--- src/rtl/systolic_ctrl_pkg.sv ---
// Shared types and helpers for the systolic accelerator control logic.
//   state_e        : job arbiter FSM state encoding (3 bits)
//   DEF_*          : default parameter values for the job arbiter
//   MAX_REQ        : widest requester vector supported by the helpers
//   onehot_to_idx  : binary index of the set bit in a one-hot vector
package systolic_ctrl_pkg;

  typedef enum logic [2:0] {
    ST_IDLE    = 3'd0,
    ST_START   = 3'd1,
    ST_RUN     = 3'd2,
    ST_DONE    = 3'd3,
    ST_RECOVER = 3'd4
  } state_e;

  localparam int unsigned DEF_NUM_REQ        = 4;
  localparam int unsigned DEF_TIMEOUT_CYCLES = 4096;
  localparam int unsigned DEF_RST_CYCLES     = 4;
  localparam int unsigned MAX_REQ            = 8;

  // OR-reduction of the indices of set bits; exact for one-hot input,
  // zero for an all-zero vector.
  function automatic logic [2:0] onehot_to_idx(input logic [MAX_REQ-1:0] oh);
    logic [2:0] idx;
    idx = '0;
    for (int i = 0; i < int'(MAX_REQ); i++) begin
      if (oh[i]) idx = idx | 3'(i);
    end
    return idx;
  endfunction

endpackage

--- src/rtl/rr_arbiter.sv ---
// Round-robin arbiter with a registered rotation pointer.
// The search starts at ptr; when update is strobed with a request present,
// ptr moves to one past the winner so the winner gets lowest priority next.
//   clk, rst_n  : clock, asynchronous active-low reset (ptr -> 0)
//   req         : request vector
//   update      : advance the pointer past the current winner
//   grant_oh    : one-hot winner (zero when no request)
//   winner_idx  : binary index of the winner
//   any_req     : at least one request is present
module rr_arbiter
  import systolic_ctrl_pkg::*;
#(
  parameter int unsigned N = DEF_NUM_REQ
) (
  input  logic                 clk,
  input  logic                 rst_n,
  input  logic [N-1:0]         req,
  input  logic                 update,
  output logic [N-1:0]         grant_oh,
  output logic [$clog2(N)-1:0] winner_idx,
  output logic                 any_req
);

  localparam int unsigned IW = $clog2(N);

  logic [IW-1:0]      ptr_q, ptr_d;
  logic [MAX_REQ-1:0] grant_ext;

  // NOTE: every variable driven here gets a default before any branch, so no
  // path leaves a value unassigned and no latch is inferred.
  always_comb begin
    int   j;
    logic found;
    grant_oh = '0;
    found    = 1'b0;
    j        = 0;
    for (int k = 0; k < int'(N); k++) begin
      j = int'(ptr_q) + k;
      if (j >= int'(N)) j = j - int'(N);
      if (!found && req[j]) begin
        grant_oh[j] = 1'b1;
        found       = 1'b1;
      end
    end
  end

  always_comb begin
    grant_ext         = '0;
    grant_ext[N-1:0]  = grant_oh;
    winner_idx        = IW'(onehot_to_idx(grant_ext));
  end

  assign any_req = |req;

  always_comb begin
    ptr_d = ptr_q;
    if (update && any_req) begin
      ptr_d = (winner_idx == IW'(N - 1)) ? '0 : winner_idx + 1'b1;
    end
  end

  // NOTE: state registers use non-blocking assignments so all flops sample
  // the pre-edge values, and every flop here is a control register that
  // must have a defined reset value.
  always_ff @(posedge clk or negedge rst_n) begin
    if (!rst_n) ptr_q <= '0;
    else        ptr_q <= ptr_d;
  end

endmodule

--- src/rtl/systolic_job_arbiter.sv ---
// Shares one systolic accelerator between NUM_REQ engines.
// Grants ownership round-robin, pulses acc_start, waits for a rising edge of
// acc_done, and returns job_done or (after a watchdog timeout and an
// accelerator reset pulse) job_err to the owner.
//   clk, rst_n : clock, asynchronous active-low reset
//   req        : level request per engine (sampled only in IDLE)
//   grant      : one-hot owner, held for the whole job
//   job_done   : one-cycle success pulse to the owner
//   job_err    : one-cycle timeout pulse to the owner
//   busy       : FSM is not IDLE
//   acc_start  : one-cycle start pulse to the accelerator
//   acc_done   : accelerator done level
//   acc_rst_n  : accelerator reset, active-low
module systolic_job_arbiter
  import systolic_ctrl_pkg::*;
#(
  parameter int unsigned NUM_REQ        = DEF_NUM_REQ,
  parameter int unsigned TIMEOUT_CYCLES = DEF_TIMEOUT_CYCLES,
  parameter int unsigned RST_CYCLES     = DEF_RST_CYCLES
) (
  input  logic               clk,
  input  logic               rst_n,
  input  logic [NUM_REQ-1:0] req,
  output logic [NUM_REQ-1:0] grant,
  output logic [NUM_REQ-1:0] job_done,
  output logic [NUM_REQ-1:0] job_err,
  output logic               busy,
  output logic               acc_start,
  input  logic               acc_done,
  output logic               acc_rst_n
);

  localparam int unsigned IDX_W = $clog2(NUM_REQ);
  localparam int unsigned WD_W  = $clog2(TIMEOUT_CYCLES);
  localparam logic [WD_W-1:0] WD_LAST = WD_W'(TIMEOUT_CYCLES - 1);
  localparam logic [3:0]      RC_LAST = 4'(RST_CYCLES - 1);

  state_e             state_q, state_d;
  logic [NUM_REQ-1:0] grant_q, grant_d;
  logic [IDX_W-1:0]   owner_q, owner_d;
  logic [WD_W-1:0]    wdog_q, wdog_d;
  logic [3:0]         rcnt_q, rcnt_d;
  logic               done_q;
  logic               acc_rst_n_q;

  logic [NUM_REQ-1:0] arb_grant;
  logic [IDX_W-1:0]   arb_idx;
  logic               arb_any;
  logic               arb_update;
  logic               done_edge;
  logic [NUM_REQ-1:0] owner_oh;

  rr_arbiter #(.N(NUM_REQ)) u_rr (
    .clk        (clk),
    .rst_n      (rst_n),
    .req        (req),
    .update     (arb_update),
    .grant_oh   (arb_grant),
    .winner_idx (arb_idx),
    .any_req    (arb_any)
  );

  // done_q tracks acc_done in every state, so a level already high when RUN
  // begins is not mistaken for this job's completion.
  assign done_edge = acc_done & ~done_q;
  assign owner_oh  = NUM_REQ'(1) << owner_q;

  always_comb begin
    state_d    = state_q;
    grant_d    = grant_q;
    owner_d    = owner_q;
    wdog_d     = wdog_q;
    rcnt_d     = rcnt_q;
    arb_update = 1'b0;
    case (state_q)
      ST_IDLE: begin
        if (arb_any) begin
          arb_update = 1'b1;
          grant_d    = arb_grant;
          owner_d    = arb_idx;
          state_d    = ST_START;
        end
      end
      ST_START: begin
        wdog_d  = '0;
        state_d = ST_RUN;
      end
      ST_RUN: begin
        // A done edge on the terminal-count cycle still counts as success.
        if (done_edge) begin
          state_d = ST_DONE;
        end else if (wdog_q == WD_LAST) begin
          rcnt_d  = '0;
          state_d = ST_RECOVER;
        end else begin
          wdog_d = wdog_q + 1'b1;
        end
      end
      ST_DONE: begin
        grant_d = '0;
        state_d = ST_IDLE;
      end
      ST_RECOVER: begin
        if (rcnt_q == RC_LAST) begin
          grant_d = '0;
          state_d = ST_IDLE;
        end else begin
          rcnt_d = rcnt_q + 1'b1;
        end
      end
      default: begin
        grant_d = '0;
        state_d = ST_IDLE;
      end
    endcase
  end

  always_ff @(posedge clk or negedge rst_n) begin
    if (!rst_n) begin
      state_q     <= ST_IDLE;
      grant_q     <= '0;
      owner_q     <= '0;
      wdog_q      <= '0;
      rcnt_q      <= '0;
      done_q      <= 1'b0;
      acc_rst_n_q <= 1'b0;
    end else begin
      state_q     <= state_d;
      grant_q     <= grant_d;
      owner_q     <= owner_d;
      wdog_q      <= wdog_d;
      rcnt_q      <= rcnt_d;
      done_q      <= acc_done;
      acc_rst_n_q <= 1'b1;
    end
  end

  assign grant     = grant_q;
  assign busy      = (state_q != ST_IDLE);
  assign acc_start = (state_q == ST_START);
  assign job_done  = (state_q == ST_DONE) ? owner_oh : '0;
  assign job_err   = (state_q == ST_RECOVER && rcnt_q == 4'd0) ? owner_oh : '0;
  // Held low while rst_n is asserted, released one clock later, and pulled
  // low again for the whole RECOVER window.
  assign acc_rst_n = acc_rst_n_q & (state_q != ST_RECOVER);

endmodule
--- config.mk ---
export PLATFORM = sky130hd
export DESIGN_NAME = systolic_job_arbiter
export DESIGN_NICKNAME = d
export VERILOG_FILES = /design/src/rtl/systolic_ctrl_pkg.sv /design/src/rtl/rr_arbiter.sv /design/src/rtl/systolic_job_arbiter.sv
export SDC_FILE = /design/constraint.sdc
export NUM_CORES = 1
export LEC_CHECK = 0
export CAP_MARGIN = 25
export CORE_MARGIN = 2
export CORE_UTILIZATION = 55
export CTS_BUF_LIST = sky130_fd_sc_hd__clkbuf_16
export CTS_CLUSTER_DIAMETER = 50
export CTS_CLUSTER_SIZE = 40
export DETAILED_ROUTE_END_ITERATION = 16
export PLACE_DENSITY = 0.89
export SLEW_MARGIN = 5
export SYNTH_ARGS = -nofsm -noshare
export SYNTH_HDL_FRONTEND = slang
export SYNTH_SLANG_ARGS = --single-unit
--- constraint.sdc ---
create_clock -name clk -period 3.1 [get_ports clk]
set_clock_uncertainty 0.1 [all_clocks]
set_input_delay 0.93 -clock clk [delete_from_list [all_inputs] [get_ports clk]]
set_output_delay 0.93 -clock clk [all_outputs]
set_load 0.005 [all_outputs]
==> results of run 1 <==
[report_power, final]
| part | switching [mW] | total, mW | internal (mW) |
|---|---|---|---|
| Sequential | 0.0683 | 0.532 | 0.464 |
| Combinational | 0.545 | 1.01 | 0.462 |
| Clock | 0.153 | 0.439 | 0.285 |
[cell usage after synthesis]
| cell type | number |
|---|---|
| or4b_1 | 1 |
| xnor2_1 | 6 |
| buf_2 | 2 |
| a221oi_1 | 3 |
| nor3_1 | 6 |
| mux4_2 | 2 |
| nand3_1 | 3 |
| nor4_1 | 6 |
| nor3b_1 | 2 |
| a211oi_4 | 1 |
| dfrtp_1 | 29 |
| or3b_1 | 1 |
| conb_1 | 1 |
| a221oi_4 | 1 |
| o21ai_2 | 1 |
| or2_2 | 1 |
| nor2b_1 | 4 |
| nand2_1 | 22 |
| xor2_1 | 6 |
| ha_1 | 11 |
| nand2b_1 | 3 |
| a21oi_1 | 7 |
| clkbuf_1 | 2 |
| inv_1 | 8 |
| a31oi_1 | 2 |
| o21ai_0 | 11 |
| nor2b_4 | 1 |
| mux2i_1 | 1 |
| and2_1 | 4 |
| and4_1 | 3 |
| or3_1 | 2 |
| a221oi_2 | 1 |
| o21ai_1 | 2 |
| a32oi_1 | 1 |
| o31ai_1 | 2 |
| nor2_1 | 27 |
| buf_6 | 1 |
| and3b_2 | 1 |
| nand3b_1 | 4 |
| nand4_1 | 6 |
| a21o_1 | 1 |
| a41o_1 | 1 |
[through the flow]
stage               setup slack, ps  hold WS [ps]  TNS, ps
floorplan                       395           373        0
global placement              -92.2           369     -152
detailed placement             -157           379     -284
CTS                           -30.5           389    -30.5
global route                   14.9           414        0
finish                         53.7           386        0
[registers in the layout, summed over array words and instances (netlist names)]
register,count
grant,4
u_rr.ptr_q,2
wdog_q,12
state_q,3
done_q,1
acc_rst_n_q,1
rcnt_q,4
owner_q,2
[worst min-delay path, cell delays in order, from the launching register on]
cell and delay [ps]:
dfrtp_1 340, nand2_1 50, o21ai_0 60
[cell families after synthesis]
family / synth area share
compound gates: 0.136
xor+xnor: 0.0571
fa+ha+maj: 0.0747
buf+inv: 0.0319
flops: 0.394
mux: 0.0299
other cells: 0.00204
simple gates: 0.274
[what timing repair did]
action | in CTS | in global routing
endpoints found under the hold margin | 0 | 0
setup endpoints to repair | 4 | 2
pin swaps | 1 | 0
buffers inserted | 1 | 0
resized for setup | 7 | 3
hold buffers | 0 | 0
[layout make-up]
cell class	instances	area [sq um]
Clock buffer	5	125
Clock inverter	2	7.51
Fill cell	258	935
Inverter	8	30.0
Multi-Input combinational cell	158	1060
Sequential cell	29	726
Tap cell	46	57.6
Timing Repair Buffer	40	340
[worst max path at each step]
stage | slack, ps | end | startpoint | cells after the start
after floorplan | 390 | u_rr.ptr_q[1]$_DFFE_PN0P_ | u_rr.ptr_q[0]$_DFFE_PN0P_ | 11
after global placement | -90 | u_rr.ptr_q[1]$_DFFE_PN0P_ | req[1] | 8
after detailed placement | -160 | u_rr.ptr_q[1]$_DFFE_PN0P_ | req[1] | 8
after CTS | -30 | job_err[0] | state_q[1]$_DFFE_PN0P_ | 5
after global routing | 10 | u_rr.ptr_q[1]$_DFFE_PN0P_ | req[3] | 9
final | 50 | job_err[0] | state_q[1]$_DFFE_PN0P_ | 5
[layer usage]
| metal | up-vias | GRT usage |
|---|---|---|
| li1 | 792 | - |
| met3 | 13 | 0.0704 |
| met5 | - | 0 |
| met2 | 49 | 0.382 |
| met4 | 0 | 0.155 |
| met1 | 777 | 0.278 |
==> flow_metrics.env, run 1 <==
export IMPL_status="completed"
export IMPL_path_buf_inv=2
export IMPL_grt_antenna_before_repair=0
export IMPL_grt_overflow=0
export IMPL_holdPathStages=2
export IMPL_worstHoldStart="grant[0]$_DFFE_PN0P_"
export IMPL_grt_usage=0.238
export IMPL_start_kind="register"
export IMPL_cp_slowest_cell="or4b_4"
export IMPL_worstSetupEndpointType="output pin"
export IMPL_setup_viol=0
export IMPL_cp_cell_sequence="or3b_4, or4b_4, buf_4, nor3_1, clkbuf_2"
export IMPL_synth_area_sq_um=1840
export IMPL_die_y_um=61.9
export IMPL_final_cell_count_no_fill=288
export IMPL_postLayoutCoreUtil=0.715
export IMPL_critical_path_required_ps=2070
export IMPL_via_per_inst=5.66
export IMPL_slew_headroom=0.635
export IMPL_cts_max_level=2
export IMPL_vias=1631
export IMPL_reg2reg_from="u_rr.ptr_q[0]$_DFFE_PN0P_"
export IMPL_io_pins=22
export IMPL_syn_nets=218
export IMPL_num_rows=21
export IMPL_clkTransAtPathRegs_ps=50
export IMPL_slew_violations=0
export IMPL_synthDistinctLibCells=42
export IMPL_area_growth_pct=27.6
export IMPL_clk_latency_ps=270
export IMPL_synth_seq_cells=29
export IMPL_io_buffers=21
export IMPL_cp_max_fo=3
export IMPL_yosysTopAreaCell="dfrtp_1"
export IMPL_max_freq_ghz=0.328
export IMPL_initial_core_util=0.561
export IMPL_ys_warn_count=0
export IMPL_ff2ff_setup_slack_ps=470
export IMPL_mostFrequentLayoutCell="dfrtp_1"
export IMPL_total_power_mw=1.98
export IMPL_drt_total_wl_um=4100
export IMPL_r2r_end="u_rr.ptr_q[1]$_DFFE_PN0P_"
export IMPL_finalCriticalPeriod_ps=3050
export IMPL_finalNetCount=260
export IMPL_drc=0
export IMPL_crit_path_max_incr_delay_ps=540
export IMPL_wire_per_inst_um=14.2
export IMPL_dp_cells=280
export IMPL_yosys_top_cells_area="dfrtp_1 39%, ha_1 7.5%, nor2_1 5.5%"
export IMPL_reg2reg_depth=9
export IMPL_yosysTopAreaCellShare=0.394
export IMPL_ant_nets=0
export IMPL_hold_class="reg -> reg"
export IMPL_wl_met2_um=2060
export IMPL_numClockSinks=29
export IMPL_path_class="reg -> out"
export IMPL_seq_area_frac_synth=0.394
export IMPL_drive_gt1_frac=0.153
export IMPL_rsz0062_at_grt="no"
export IMPL_cts_tree="done"
export IMPL_final_cell_mix="29 x dfrtp_1, 27 x nor2_1, 22 x nand2_1"
export IMPL_cts_buffers=5
export IMPL_drt_first_pass_iters=4
export IMPL_root_buffer="clkbuf_16"
export IMPL_highest_layer="met4"
export IMPL_m1WireLength_um=1780
export IMPL_coreArea_sq_um=3280
export IMPL_design_die_area_sq_um=3830
export IMPL_crit_family="simple AND/OR/NAND/NOR gates"
export IMPL_grt_max_degree=30
export IMPL_min_period_over_period=0.983
export IMPL_synth_cells=200
export IMPL_placed_area_sq_um=2220
export IMPL_worstHoldEndpoint="grant[0]$_DFFE_PN0P_"
export IMPL_vdd_ir_drop_max_mv=0.571
export IMPL_fin_area_sq_um=2350
export IMPL_wl_met3_um=136
export IMPL_tightest_slew_ps=543
export IMPL_cellPowerDensity_nw_per_um2=841
export IMPL_cellLeakagePower_nw=1.04
export IMPL_gp_congestion=0.842
export IMPL_syn_avg_cell_area_sq_um=9.21
export IMPL_hold_violations=0
export IMPL_clockBufferDepth=2
export IMPL_detail_route_iter0_violations=65
export IMPL_dpl_hpwl_um=2830
export IMPL_grt_pass1_wl_um=6510
export IMPL_die_x_um=61.9
export IMPL_antenna_cells=0
export IMPL_cp_arrival_ps=2020
export IMPL_grt_pass1_vias=1527
export IMPL_cap_violations=0
Note: power is estimated with default switching activity, not from simulation.
==> inputs of run 2 (changes only) <==
--- a/config.mk
+++ b/config.mk
@@ -12,6 +12,7 @@
 export CTS_CLUSTER_DIAMETER = 50
 export CTS_CLUSTER_SIZE = 40
 export DETAILED_ROUTE_END_ITERATION = 16
+export HOLD_SLACK_MARGIN = 0.1
 export PLACE_DENSITY = 0.89
 export SLEW_MARGIN = 5
 export SYNTH_ARGS = -nofsm -noshare
==> results of run 2 <==
Final layout, timing and power as in run 1 (identical DEF).
==> inputs of run 3 (changes only) <==
--- a/config.mk
+++ b/config.mk
@@ -6,15 +6,17 @@
 export NUM_CORES = 1
 export LEC_CHECK = 0
 export CAP_MARGIN = 25
+export CELL_PAD_IN_SITES_DETAIL_PLACEMENT = 0
+export CELL_PAD_IN_SITES_GLOBAL_PLACEMENT = 1
 export CORE_MARGIN = 2
-export CORE_UTILIZATION = 55
+export CORE_UTILIZATION = 42
 export CTS_BUF_LIST = sky130_fd_sc_hd__clkbuf_16
 export CTS_CLUSTER_DIAMETER = 50
 export CTS_CLUSTER_SIZE = 40
 export DETAILED_ROUTE_END_ITERATION = 16
 export HOLD_SLACK_MARGIN = 0.1
-export PLACE_DENSITY = 0.89
-export SLEW_MARGIN = 5
+export PLACE_DENSITY = 0.88
+export RECOVER_POWER = 50
 export SYNTH_ARGS = -nofsm -noshare
 export SYNTH_HDL_FRONTEND = slang
 export SYNTH_SLANG_ARGS = --single-unit
==> flow_metrics.env, run 3 (synthesized netlist as in run 1, its figures left out) <==
export IMPL_clockBufferDepth=2
export IMPL_dpl_hpwl_um=2730
export IMPL_n_fill_cell=385
export IMPL_cp_slowest_cell="or4b_4"
export IMPL_max_freq_ghz=0.330
export IMPL_cap_violations=1
export IMPL_crit_path_max_incr_delay_ps=500
export IMPL_antenna_cells=0
export IMPL_detail_route_iter0_violations=64
export IMPL_cp_arrival_ps=2000
export IMPL_cp_cell_sequence="or3b_4, or4b_4, buf_4, nor2_1, clkdlybuf4s15_1"
export IMPL_clk_latency_ps=270
export IMPL_coreArea_sq_um=4290
export IMPL_num_rows=24
export IMPL_placed_area_sq_um=2220
export IMPL_grt_antenna_before_repair=0
export IMPL_numClockSinks=29
export IMPL_vdd_ir_drop_max_mv=0.496
export IMPL_total_power_mw=1.94
export IMPL_path_class="reg -> out"
export IMPL_setup_viol=0
export IMPL_cellLeakagePower_nw=1.04
export IMPL_violations="capacitance limit, slew limit"
export IMPL_drive_gt1_frac=0.149
export IMPL_slew_violations=30
export IMPL_worstSetupEndpointType="output pin"
export IMPL_start_kind="register"
export IMPL_drt_first_pass_iters=4
export IMPL_cts_max_level=2
export IMPL_area_growth_pct=28.3
export IMPL_min_period_over_period=0.979
export IMPL_initial_core_util=0.429
export IMPL_final_cell_mix="29 x dfrtp_1, 27 x nor2_1, 22 x nand2_1"
export IMPL_drt_total_wl_um=3570
export IMPL_fin_area_sq_um=2360
export IMPL_hold_violations=0
export IMPL_tightest_slew_ps=1540
export IMPL_vias=1542
export IMPL_cellPowerDensity_nw_per_um2=820
export IMPL_regMostFlops="wdog_q"
export IMPL_final_cell_count_no_fill=294
export IMPL_postLayoutCoreUtil=0.550
export IMPL_grt_pass1_vias=1430
export IMPL_grt_max_degree=30
export IMPL_finalCriticalPeriod_ps=3030
export IMPL_rsz0062_at_grt="no"
export IMPL_status="finished with violations"
export IMPL_io_buffers=21
export IMPL_cts_buffers=5
export IMPL_grt_pass1_wl_um=6340
export IMPL_hold_class="reg -> reg"
export IMPL_io_pins=22
export IMPL_via_per_inst=5.24
export IMPL_mostFrequentLayoutCell="dfrtp_1"
export IMPL_critical_path_required_ps=2070
export IMPL_grt_overflow=0
export IMPL_dp_cells=285
export IMPL_gp_congestion=0.817
export IMPL_slew_headroom=-0.0248
export IMPL_drc=0
export IMPL_ant_nets=0
export IMPL_grt_usage=0.161
export IMPL_wire_per_inst_um=12.1
export IMPL_root_buffer="clkbuf_16"
export IMPL_cp_max_fo=3
export IMPL_die_x_um=70.2
export IMPL_cts_tree="done"
export IMPL_design_die_area_sq_um=4930
export IMPL_die_y_um=70.2
export IMPL_finalNetCount=259
export IMPL_clkTransAtPathRegs_ps=50
export IMPL_largest_register_ffs=12
## run 3: changes by cell type in the layout (fill, tap and decap cells not counted), sizes merged, moves of 2 or more
cell,before,now
clkinv,1,3
dlygate4sd3,0,6
clkdlybuf4s15,0,2
clkdlybuf4s50,17,11
## run 3: metal layers
| metal | up-vias | GRT usage | wire [um] |
|---|---|---|---|
| li1 | 792 | - | - |
| met4 | 0 | 0.0769 | 72 |
| met3 | 6 | 0.0332 | 87 |
| met5 | - | 0 | 0 |
| met2 | 15 | 0.260 | 1690 |
| met1 | 729 | 0.204 | 1720 |
## run 3: path summary, 6_finish.rpt
check / from / endpoint / slack, ps / cells after the start
setup / recovery: state_q[0]$_DFFE_PN0P_ / job_err[1] / 70 / 5
min in group asynchronous: rst_n / state_q[0]$_DFFE_PN0P_ / 1470 / 2
hold reg to reg: grant[3]$_DFFE_PN0P_ / grant[3]$_DFFE_PN0P_ / 370 / 2
max in group asynchronous: rst_n / rcnt_q[0]$_DFFE_PN0P_ / 540 / 2
setup reg to reg: u_rr.ptr_q[0]$_DFFE_PN0P_ / u_rr.ptr_q[1]$_DFFE_PN0P_ / 530 / 9
hold / removal: grant[3]$_DFFE_PN0P_ / grant[3]$_DFFE_PN0P_ / 370 / 2
## run 3: area by class of cell
type	instances	area, sq um	area share
clock buffer	5	125	0.0529
sequential	29	726	0.307
multi-input combinational	158	1070	0.453
inverter	8	30.0	0.0127
tap	52	65.1	0.0275
timing repair buffer	39	335	0.142
clock inverter	3	12.5	0.00529
## run 3: metrics by stage
stage,hold slack (ps),TNS [ps],worst slack (ps)
2_1_floorplan,373,0,395
3_5_place_dp,369,-269,-155
6_report,372,0,66.3
5_1_grt,401,0,10.5
3_3_place_gp,362,-192,-107
4_1_cts,380,0,24.4
## run 3: report_power, final
part	switching (mW)	internal, mW	total, mW
clock network	0.151	0.288	0.439
logic	0.511	0.455	0.967
registers	0.0683	0.464	0.532
total	0.731	1.21	1.94
## run 3: worst max-delay path: cells and delay by family (launching register included)
family / cells / cell delay [ps]
and+or+nand+nor: 3 / 990
buffers and inverters: 2 / 370
DFF: 1 / 370
## run 3: what timing repair did
item,in CTS,in global routing
gates resized for setup,8,4
pin swaps,2,0
endpoints found under the setup margin,4,3
hold buffers,0,0
buffers inserted,1,0
